**config.mk**
```make
export PLATFORM = sky130hd
export DESIGN_NAME = mul_share_arbiter
export DESIGN_NICKNAME = d
export VERILOG_FILES = /design/src/rtl/mul_share_arbiter_pkg.sv /design/src/rtl/mul_share_arbiter_core.sv /design/src/rtl/mul_share_arbiter.sv
export SDC_FILE = /design/constraint.sdc
export NUM_CORES = 1
export LEC_CHECK = 0
export CAP_MARGIN = 20
export CORE_MARGIN = 3
export CORE_UTILIZATION = 50
export CTS_BUF_LIST = sky130_fd_sc_hd__clkbuf_4
export DETAILED_ROUTE_END_ITERATION = 10
export HOLD_SLACK_MARGIN = 0.05
export PLACE_DENSITY = 0.74
export SETUP_SLACK_MARGIN = 0.1
export SYNTH_ARGS = -nofsm -noshare
export SYNTH_HDL_FRONTEND = slang
export SYNTH_SLANG_ARGS = --single-unit
```
**constraint.sdc**
```tcl
create_clock -name pclk -period 3 [get_ports pclk]
set_input_delay 0.3 -clock pclk [delete_from_list [all_inputs] [get_ports pclk]]
set_output_delay 0.3 -clock pclk [all_outputs]
set_load 0.005 [all_outputs]
```
**src/rtl/mul_share_arbiter_pkg.sv**
```systemverilog
// Shared types and widths for the shared-multiplier arbiter and its iterative core.
// Holds the state encodings and a two's-complement magnitude helper.
package mul_share_arbiter_pkg;

    localparam int OP_W   = 8;
    localparam int PROD_W = 16;

    typedef enum logic [1:0] {
        ST_IDLE = 2'd0,
        ST_CALC = 2'd1,
        ST_RESP = 2'd2
    } arb_state_t;

    typedef enum logic [1:0] {
        CORE_IDLE = 2'd0,
        CORE_LOAD = 2'd1,
        CORE_ACC  = 2'd2,
        CORE_DONE = 2'd3
    } core_state_t;

    // -128 maps to 8'h80, which is the correct unsigned magnitude.
    function automatic logic [OP_W-1:0] magnitude(input logic [OP_W-1:0] v);
        return v[OP_W-1] ? (~v + 8'd1) : v;
    endfunction

endpackage

```
**src/rtl/mul_share_arbiter_core.sv**
```systemverilog
// Iterative signed 8x8 multiplier: start latches operands, one |a| add per cycle.
// Latency: start at T -> done pulse at T+2+|b|; product valid during the done cycle.
// No backpressure: the caller must consume product while done is high.
module mul_seq_core
    import mul_share_arbiter_pkg::*;
(
    input  logic              clk,
    input  logic              rst_n,
    input  logic              start,
    input  logic [OP_W-1:0]   a,
    input  logic [OP_W-1:0]   b,
    output logic              done,
    output logic [PROD_W-1:0] product
);

    core_state_t       state_q, state_d;
    logic [OP_W-1:0]   a_raw, b_raw;
    logic [OP_W-1:0]   mag_a, mag_b;
    logic              neg;
    logic [PROD_W-1:0] acc;

    always_comb begin
        state_d = state_q;
        case (state_q)
            CORE_IDLE: if (start) state_d = CORE_LOAD;
            CORE_LOAD: state_d = (magnitude(b_raw) == '0) ? CORE_DONE : CORE_ACC;
            CORE_ACC:  if (mag_b == 8'd1) state_d = CORE_DONE;
            CORE_DONE: state_d = CORE_IDLE;
            default:   state_d = CORE_IDLE;
        endcase
    end

    always_ff @(posedge clk or negedge rst_n) begin
        if (!rst_n) begin
            state_q <= CORE_IDLE;
            a_raw   <= '0;
            b_raw   <= '0;
            mag_a   <= '0;
            mag_b   <= '0;
            neg     <= 1'b0;
            acc     <= '0;
        end else begin
            state_q <= state_d;
            case (state_q)
                CORE_IDLE: begin
                    if (start) begin
                        a_raw <= a;
                        b_raw <= b;
                    end
                end
                CORE_LOAD: begin
                    mag_a <= magnitude(a_raw);
                    mag_b <= magnitude(b_raw);
                    neg   <= a_raw[OP_W-1] ^ b_raw[OP_W-1];
                    acc   <= '0;
                end
                CORE_ACC: begin
                    acc   <= acc + {8'd0, mag_a};
                    mag_b <= mag_b - 8'd1;
                end
                default: ;
            endcase
        end
    end

    assign done    = (state_q == CORE_DONE);
    assign product = neg ? (~acc + 16'd1) : acc;

endmodule

```
**src/rtl/mul_share_arbiter.sv**
```systemverilog
// Round-robin arbiter sharing one iterative signed multiplier among NREQ requesters.
// Latency: accept at T -> rsp_valid from T+3+|b|; one operation in flight at a time.
// Backpressure: response held until rsp_ready of the owner; req_ready low outside IDLE.
module mul_share_arbiter
    import mul_share_arbiter_pkg::*;
#(
    parameter int NREQ = 2
) (
    input  logic                 pclk,
    input  logic                 presetn,
    input  logic [NREQ-1:0]      req_valid,
    input  logic [8*NREQ-1:0]    req_a,
    input  logic [8*NREQ-1:0]    req_b,
    output logic [NREQ-1:0]      req_ready,
    output logic [NREQ-1:0]      rsp_valid,
    input  logic [NREQ-1:0]      rsp_ready,
    output logic [PROD_W-1:0]    rsp_product,
    output logic                 busy,
    output logic [1:0]           grant_id
);

    arb_state_t        state_q, state_d;
    logic [1:0]        last_q, grant_q, pick;
    logic              pick_vld, accept;
    logic [2:0]        cand;
    logic [3:0]        valid_pad, ready_pad, rsp_pad, rsp_ready_pad;
    logic [31:0]       a_pad, b_pad;
    logic [PROD_W-1:0] product_q, core_product;
    logic              core_done;

    // Pad to the 4-requester maximum so indexing is width-exact for any NREQ.
    assign valid_pad     = 4'(req_valid);
    assign rsp_ready_pad = 4'(rsp_ready);
    assign a_pad         = 32'(req_a);
    assign b_pad         = 32'(req_b);

    always_comb begin
        pick     = '0;
        pick_vld = 1'b0;
        cand     = '0;
        for (int k = 1; k <= NREQ; k++) begin
            cand = {1'b0, last_q} + 3'(k);
            if (cand >= 3'(NREQ)) cand = cand - 3'(NREQ);
            if (!pick_vld && valid_pad[cand[1:0]]) begin
                pick_vld = 1'b1;
                pick     = cand[1:0];
            end
        end
    end

    assign accept = (state_q == ST_IDLE) && pick_vld;

    always_comb begin
        ready_pad = '0;
        rsp_pad   = '0;
        if (accept) ready_pad[pick] = 1'b1;
        if (state_q == ST_RESP) rsp_pad[grant_q] = 1'b1;
    end

    assign req_ready   = ready_pad[NREQ-1:0];
    assign rsp_valid   = rsp_pad[NREQ-1:0];
    assign rsp_product = product_q;
    assign busy        = (state_q != ST_IDLE);
    assign grant_id    = grant_q;

    always_comb begin
        state_d = state_q;
        case (state_q)
            ST_IDLE: if (accept) state_d = ST_CALC;
            ST_CALC: if (core_done) state_d = ST_RESP;
            ST_RESP: if (rsp_ready_pad[grant_q]) state_d = ST_IDLE;
            default: state_d = ST_IDLE;
        endcase
    end

    always_ff @(posedge pclk or negedge presetn) begin
        if (!presetn) begin
            state_q   <= ST_IDLE;
            last_q    <= 2'(NREQ - 1);
            grant_q   <= '0;
            product_q <= '0;
        end else begin
            state_q <= state_d;
            if (accept) begin
                grant_q <= pick;
                last_q  <= pick;
            end
            if (state_q == ST_CALC && core_done) product_q <= core_product;
        end
    end

    mul_seq_core u_core (
        .clk     (pclk),
        .rst_n   (presetn),
        .start   (accept),
        .a       (a_pad[{pick, 3'b000} +: 8]),
        .b       (b_pad[{pick, 3'b000} +: 8]),
        .done    (core_done),
        .product (core_product)
    );

endmodule

```
==> results of run 1 <==
repair_timing:
action / in CTS / in global routing
hold buffers: 1 / 0
buffers inserted: 0 / 0
endpoints found under the hold margin: 24 / 0
final cells by class:
| cell class | count | area (um2) | area share (%) |
|---|---|---|---|
| clock buffers | 10 | 75.07 | 1.463 |
| clock inverters | 6 | 155.1 | 3.023 |
| inverters | 23 | 86.33 | 1.682 |
| multi-input cells | 341 | 2200 | 42.86 |
| flip-flops and latches | 72 | 1803 | 35.13 |
| well taps | 102 | 127.6 | 2.487 |
| repair buffers | 70 | 685.7 | 13.36 |
synthesized netlist by cell type (3+ instances only):
library cell	n	area, um2
sky130_fd_sc_hd__nand2b_1	3	18.77
sky130_fd_sc_hd__nor2_1	24	90.09
sky130_fd_sc_hd__o211ai_1	4	30.03
sky130_fd_sc_hd__nor3b_1	4	30.03
sky130_fd_sc_hd__or3_1	4	25.02
sky130_fd_sc_hd__o41ai_1	3	26.28
sky130_fd_sc_hd__xor2_1	18	157.7
sky130_fd_sc_hd__a21o_1	6	45.04
sky130_fd_sc_hd__nor3_1	4	20.02
sky130_fd_sc_hd__o22ai_1	5	31.28
sky130_fd_sc_hd__nand3b_1	3	22.52
sky130_fd_sc_hd__dfrtp_1	71	1777
sky130_fd_sc_hd__a21oi_1	18	90.09
sky130_fd_sc_hd__mux2i_1	22	220.2
sky130_fd_sc_hd__inv_1	23	86.33
sky130_fd_sc_hd__clkbuf_1	18	67.56
sky130_fd_sc_hd__nor4_1	4	25.02
sky130_fd_sc_hd__xnor2_1	17	148.9
sky130_fd_sc_hd__and2_1	4	25.02
sky130_fd_sc_hd__nor4b_1	3	26.28
sky130_fd_sc_hd__nor2b_1	11	68.82
sky130_fd_sc_hd__or4_1	3	22.52
sky130_fd_sc_hd__nand3_1	13	65.06
sky130_fd_sc_hd__o31ai_1	7	52.55
sky130_fd_sc_hd__ha_1	18	225.2
sky130_fd_sc_hd__nand2_1	67	251.5
sky130_fd_sc_hd__o21ai_0	53	265.3
cell families after synthesis:
group / count (synthesis) / synth area share [%]
AOI/OAI and AO/OA: 109 / 15.87
DFF: 72 / 43.30
xor gates and xnor gates: 35 / 7.362
and+or+nand+nor: 155 / 18.15
adders and majority gates: 19 / 5.890
muxes: 23 / 5.559
buffers and inverters: 43 / 3.876
stage by stage:
stage	instances	setup WS [ns]	cell area, um2	power [uW]	utilization, %
2_1_floorplan	456	0.8116	4164	3899	-
3_3_place_gp	607	0.6690	4892	4599	62.02
3_5_place_dp	607	0.5663	4892	4739	62.02
4_1_cts	624	0.5490	5132	5686	65.07
5_1_grt	624	0.3638	5132	6169	65.07
6_report	624	0.5548	5132	5638	65.07
metal layers:
| metal | vias to the layer above | share of wire [%] | global-route usage [%] |
|---|---|---|---|
| li1 | 1717 | - | - |
| met1 | 1547 | 46 | 23.93 |
| met2 | 80 | 48 | 31.10 |
| met3 | 13 | 4.3 | 2.513 |
| met4 | 0 | 1.6 | 7.029 |
| met5 | - | 0 | 0 |
worst max-delay path: cells and delay by family, from the launching register on:
kind | cells | cell delay [ns]
and+or+nand+nor | 3 | 0.50
AOI/OAI and AO/OA | 2 | 0.78
muxes | 1 | 0.27
adders and majority gates | 1 | 0.35
DFF | 1 | 0.43
power breakdown:
group / switching (uW) / leakage [uW] / internal [uW]
sequential: 398 / 0.000926 / 1360
clock: 335 / 0.000121 / 598
combinational: 1550 / 0.00131 / 1400
flip-flops by register name, indices dropped and copies added (netlist names):
register and flops:
grant_id 1, u_core.acc 16, u_core.mag_b 8, u_core.state_q 2, state_q 2, last_q 2
u_core.mag_a 8, u_core.a_raw 8, rsp_product 16, u_core.neg 1, u_core.b_raw 8
worst paths after layout:
path	slack, ns	to	from
max	0.55	u_core.acc[14]	u_core.acc[2]
min	0.42	rsp_product[6]	presetn
max reg2reg	0.55	u_core.acc[14]	u_core.acc[2]
min reg2reg	0.49	rsp_product[3]	rsp_product[3]
max in group asynchronous	1.88	last_q[0]	presetn
min in group pclk	0.49	rsp_product[3]	rsp_product[3]
==> metrics.yaml, run 1 <==
outcome: "complete, no violations"
cp.arrival_ns: 2.74
crit_required_ns: 3.29
number_of_top_level_pins: 61
grt_remaining_overflow: 0
worst_hold_slack_ns: 0.4170
setup-violations-final: 0
place.gp.congestion: 0.8261
cts_tree: "built"
synth.net_count: 513
clk_transition_reported_paths_ns: 0.12
post_synth_instance_area_um2: 4164
synthFlopType: "sky130_fd_sc_hd__dfrtp_1"
clockRootBuffer: "sky130_fd_sc_hd__clkbuf_4"
crit_type: "flip-flop to flip-flop"
area_growth_pct: 23.26
htreeDepth: 3
syn_avg_cell_area_um2: 9.132
num_vias: 3357
cts.sink_count: 72
timing.final.crit_share_pct: 81.51
drt_iter0_drc: 123
max_cap_viol_count: 0
drt_pre_antenna_iters: 4
floorplan.die.height_um: 97.26
ys_ff_latch: 72
commonest_cells_after_routing_fill_and_taps_aside: "71 x sky130_fd_sc_hd__dfrtp_1, 67 x sky130_fd_sc_hd__nand2_1, 59 x sky130_fd_sc_hd__clkdlybuf4s50_1, 53 x sky130_fd_sc_hd__o21ai_0, 24 x sky130_fd_sc_hd__nor2_1"
layout_commonest_cell: "sky130_fd_sc_hd__dfrtp_1"
cts-root-to-sink-buffers: 2
coreArea_um2: 7888
synth-seq-area-share_pct: 43.30
io_buffers: 60
cts-buffers-inserted: 9
route.antenna.remaining_nets: 0
tns_ns: 0
yosysWarningCount: 0
clk_latency_ns: 0.41
final.setup_skew_ns: 0.01665
fp-row-count: 32
timing.critical_path.to_type: "flip-flop"
grt_start_max_net_pins: 49
routed_wire_length_per_instance_um: 13.53
post_detailed_route_drc_marker_count: 0
cpPeakStageDelay_ns: 0.51
timing.critical_path.slowest_stage_cell: "sky130_fd_sc_hd__a31oi_1"
syn_inst: 456
fmax_mhz: 409.0
ys_async_sr_fraction_pct: 100.0
place.detailed.hpwl_um: 6338
antennaDiodeCount: 0
max-vdd-ir-drop_uv: 358.6
via_count_of_the_first_global_routing_pass: 3234
grtUsageTotal_pct: 18.36
finalMaxSlewViolations: 0
p_per_area_nw_per_um2: 1098
num-nets-final: 574
yosys.cell_types.count: 48
r2r_cells: 7
dieArea_um2: 9459
global_route_wire_length_before_repair_um: 14470
setup_repair_after_global_routing_missed_its_margin: "no"
crit_fanout: 7
initial_utilization_pct: 52.79
final_period_minus_worst_setup_slack_ns: 2.445
die_w_um: 97.26
min_path_type: "primary input to async pin"
tightestPinTransition_ns: 0.6173
crit_path_cell_trace: "ha_1 -> nor2b_1 -> or2_2 -> a41o_1 -> a31oi_1 -> mux2i_1 -> nand2_1"
relSlewSlack_pct: 58.27
post_drt_via_cell_ratio: 5.380
finalHoldViolations: 0
antenna_found_initial: 0
fraction_of_final_layout_cells_with_drive_strength_greater_than_1_pct: 7.088
startpoint_type: "flip-flop"
detail_route.wirelength_um: 8444
synth-edff-count: 0
fillers: 644
power_leakage_uw: 0.002355
cts_repair_resize_count: 0
No activity file was read; power rests on OpenSTA's default activity.
==> run 2, diff against run 1 <==
--- a/config.mk
+++ b/config.mk
@@ -11,7 +11,7 @@
 export CTS_BUF_LIST = sky130_fd_sc_hd__clkbuf_4
 export DETAILED_ROUTE_END_ITERATION = 10
 export HOLD_SLACK_MARGIN = 0.05
-export PLACE_DENSITY = 0.74
+export PLACE_DENSITY = 0.77
 export SETUP_SLACK_MARGIN = 0.1
 export SYNTH_ARGS = -nofsm -noshare
 export SYNTH_HDL_FRONTEND = slang
==> constraint.sdc (replaced) <==
create_clock -name pclk -period 2.08 [get_ports pclk]
set_input_delay 0.208 -clock pclk [delete_from_list [all_inputs] [get_ports pclk]]
set_output_delay 0.208 -clock pclk [all_outputs]
set_load 0.005 [all_outputs]
==> run 2 against run 1 <==
The run now ends with setup timing left. Total power is 56% higher. Critical path type unchanged. Combinational power increased by 78%. Design area increased by 7.3%. Final cell count rose by 6.1%. Non-clock buffer count is 38 higher. First-iteration DRC count increased by 11%. Hold slack got worse by 0.12 ns. Register-to-register slack worse by 0.64 ns. Largest cell class unchanged. Clock skew grew 0.0070 ns. Sequential share of layout area down 2.3 points. Die area stayed put. Routed wire length is 6.8% higher.
==> metrics.yaml, run 2 (same netlist as run 1, synthesis figures left out) <==
outcome: "finished with violations"
violated_checks: "setup timing"
final_period_minus_worst_setup_slack_ns: 2.165
final_util_pct: 69.83
clk_transition_reported_paths_ns: 0.13
finalMaxSlewViolations: 0
cts.sink_count: 72
io_buffers: 60
initial_utilization_pct: 52.79
fp-row-count: 32
tns_ns: -0.2193
final_instance_area_um2: 5508
number_of_top_level_pins: 61
max-vdd-ir-drop_uv: 625.4
routed_wire_length_per_instance_um: 13.62
post_detailed_route_drc_marker_count: 0
place.detailed.hpwl_um: 6517
dieArea_um2: 9459
grt_remaining_overflow: 0
worst_hold_slack_ns: 0.2924
max_cap_viol_count: 0
num_vias: 3541
htreeDepth: 3
grt_start_max_net_pins: 34
fmax_mhz: 461.9
floorplan.die.height_um: 97.26
critical_path.reg2reg.startpoint: "u_core.acc[0]"
num-nets-final: 612
layout_commonest_cell: "sky130_fd_sc_hd__dfrtp_1"
p_per_area_nw_per_um2: 1595
commonest_cells_after_routing_fill_and_taps_aside: "69 x sky130_fd_sc_hd__dfrtp_1, 64 x sky130_fd_sc_hd__nand2_1, 55 x sky130_fd_sc_hd__clkdlybuf4s50_1, 45 x sky130_fd_sc_hd__buf_4, 44 x sky130_fd_sc_hd__o21ai_0"
clockRootBuffer: "sky130_fd_sc_hd__clkbuf_4"
crit_type: "flip-flop to flip-flop"
post_drt_via_cell_ratio: 5.349
antennaDiodeCount: 0
r2r_setup_slack_ns: -0.09
crit_required_ns: 2.41
route.antenna.remaining_nets: 0
fin_worst_setup_slack_ns: -0.08513
crit_fanout: 3
place.gp.congestion: 0.8302
drt_pre_antenna_iters: 4
die_w_um: 97.26
r2r_cells: 7
cp.arrival_ns: 2.50
r2r-end: "rsp_product[15]"
tightestPinTransition_ns: 0.7469
drt_iter0_drc: 136
cts-buffers-inserted: 9
global_route_wire_length_before_repair_um: 15410
setup_repair_after_global_routing_missed_its_margin: "yes"
via_count_of_the_first_global_routing_pass: 3455
final.setup_skew_ns: 0.02366
relSlewSlack_pct: 50.21
area_growth_pct: 32.27
startpoint_type: "flip-flop"
finalHoldViolations: 0
grtUsageTotal_pct: 19.65
cts-root-to-sink-buffers: 2
timing.critical_path.to_type: "flip-flop"
timing.final.crit_share_pct: 104.1
clk_latency_ns: 0.43
setup-violations-final: 4
timing.critical_path.from: "u_core.acc[0]"
detail_route.wirelength_um: 9014
power_leakage_uw: 0.002603
fraction_of_final_layout_cells_with_drive_strength_greater_than_1_pct: 18.93
min_path_type: "primary input to async pin"
coreArea_um2: 7888
antenna_found_initial: 0
cts_tree: "built"
dpl_worst_slack_ns: -0.1255
placedInstanceArea_um2: 5117
==> run 2: cell count changes in the layout (fill, tap and decap cells not counted), moves of 4 or more <==
cell,change
sky130_fd_sc_hd__buf_4,+37
sky130_fd_sc_hd__o21ai_1,+6
sky130_fd_sc_hd__o21ai_0,-9
sky130_fd_sc_hd__clkdlybuf4s50_1,-4
sky130_fd_sc_hd__ha_1,-4
==> run 2: how the worst max path moves through the flow <==
stage	slack [ns]	end	depth (start not counted)
after floorplan	-0.07	rsp_product[15]	6
after CTS	-0.11	u_core.acc[10]	9
after global routing	-0.17	u_core.acc[10]	9
after detailed placement	-0.13	u_core.acc[10]	9
after global placement	-0.07	u_core.acc[10]	9
final	-0.09	rsp_product[15]	7
==> run 2: layout make-up <==
| class | count | area (um2) |
|---|---|---|
| tap | 102 | 127.6 |
| clock inverter | 4 | 68.82 |
| fill | 597 | 2380 |
| sequential | 72 | 1805 |
| multi-input combinational | 341 | 2352 |
| timing repair buffer | 108 | 977.2 |
| clock buffer | 12 | 90.09 |
| inverter | 23 | 86.33 |
==> run 2: through the flow <==
step                      total power (uW)  cells
after floorplan                       5682    456
after global placement                7014    633
after detailed placement              7220    633
after CTS                             8549    658
after global routing                  9568    662
final                                 8783    662
==> run 2: layer usage <==
metal,up-vias,GRT usage (%),wire [um]
li1,1787,-,-
met1,1670,23.81,3958
met2,73,35.08,4558
met3,11,3.374,389
met4,0,7.029,108
met5,-,0,0
==> run 2: timing repair <==
action	4_1_cts	5_1_grt
hold buffers	1	0
endpoints found under the hold margin	22	0
endpoints found under the setup margin	17	23
pin swaps	17	8
setup buffers	8	4
cloned	0	0
resized for setup	30	15
==> run 2: power by group <==
part	switching (uW)	leakage [uW]	internal, uW
clock network	491	0.0000890	524
logic	2570	0.00159	2680
registers	564	0.000923	1960
total	3620	0.00260	5160
==> run 2: critical path, cell delays in order (launching register included) <==
cell                      delay [ns]
sky130_fd_sc_hd__dfrtp_1        0.41
sky130_fd_sc_hd__buf_4          0.14
sky130_fd_sc_hd__or3_4          0.33
sky130_fd_sc_hd__or4_4          0.52
sky130_fd_sc_hd__or2_4          0.27
sky130_fd_sc_hd__o31ai_4        0.17
sky130_fd_sc_hd__xnor2_1        0.15
sky130_fd_sc_hd__o21ai_2        0.06
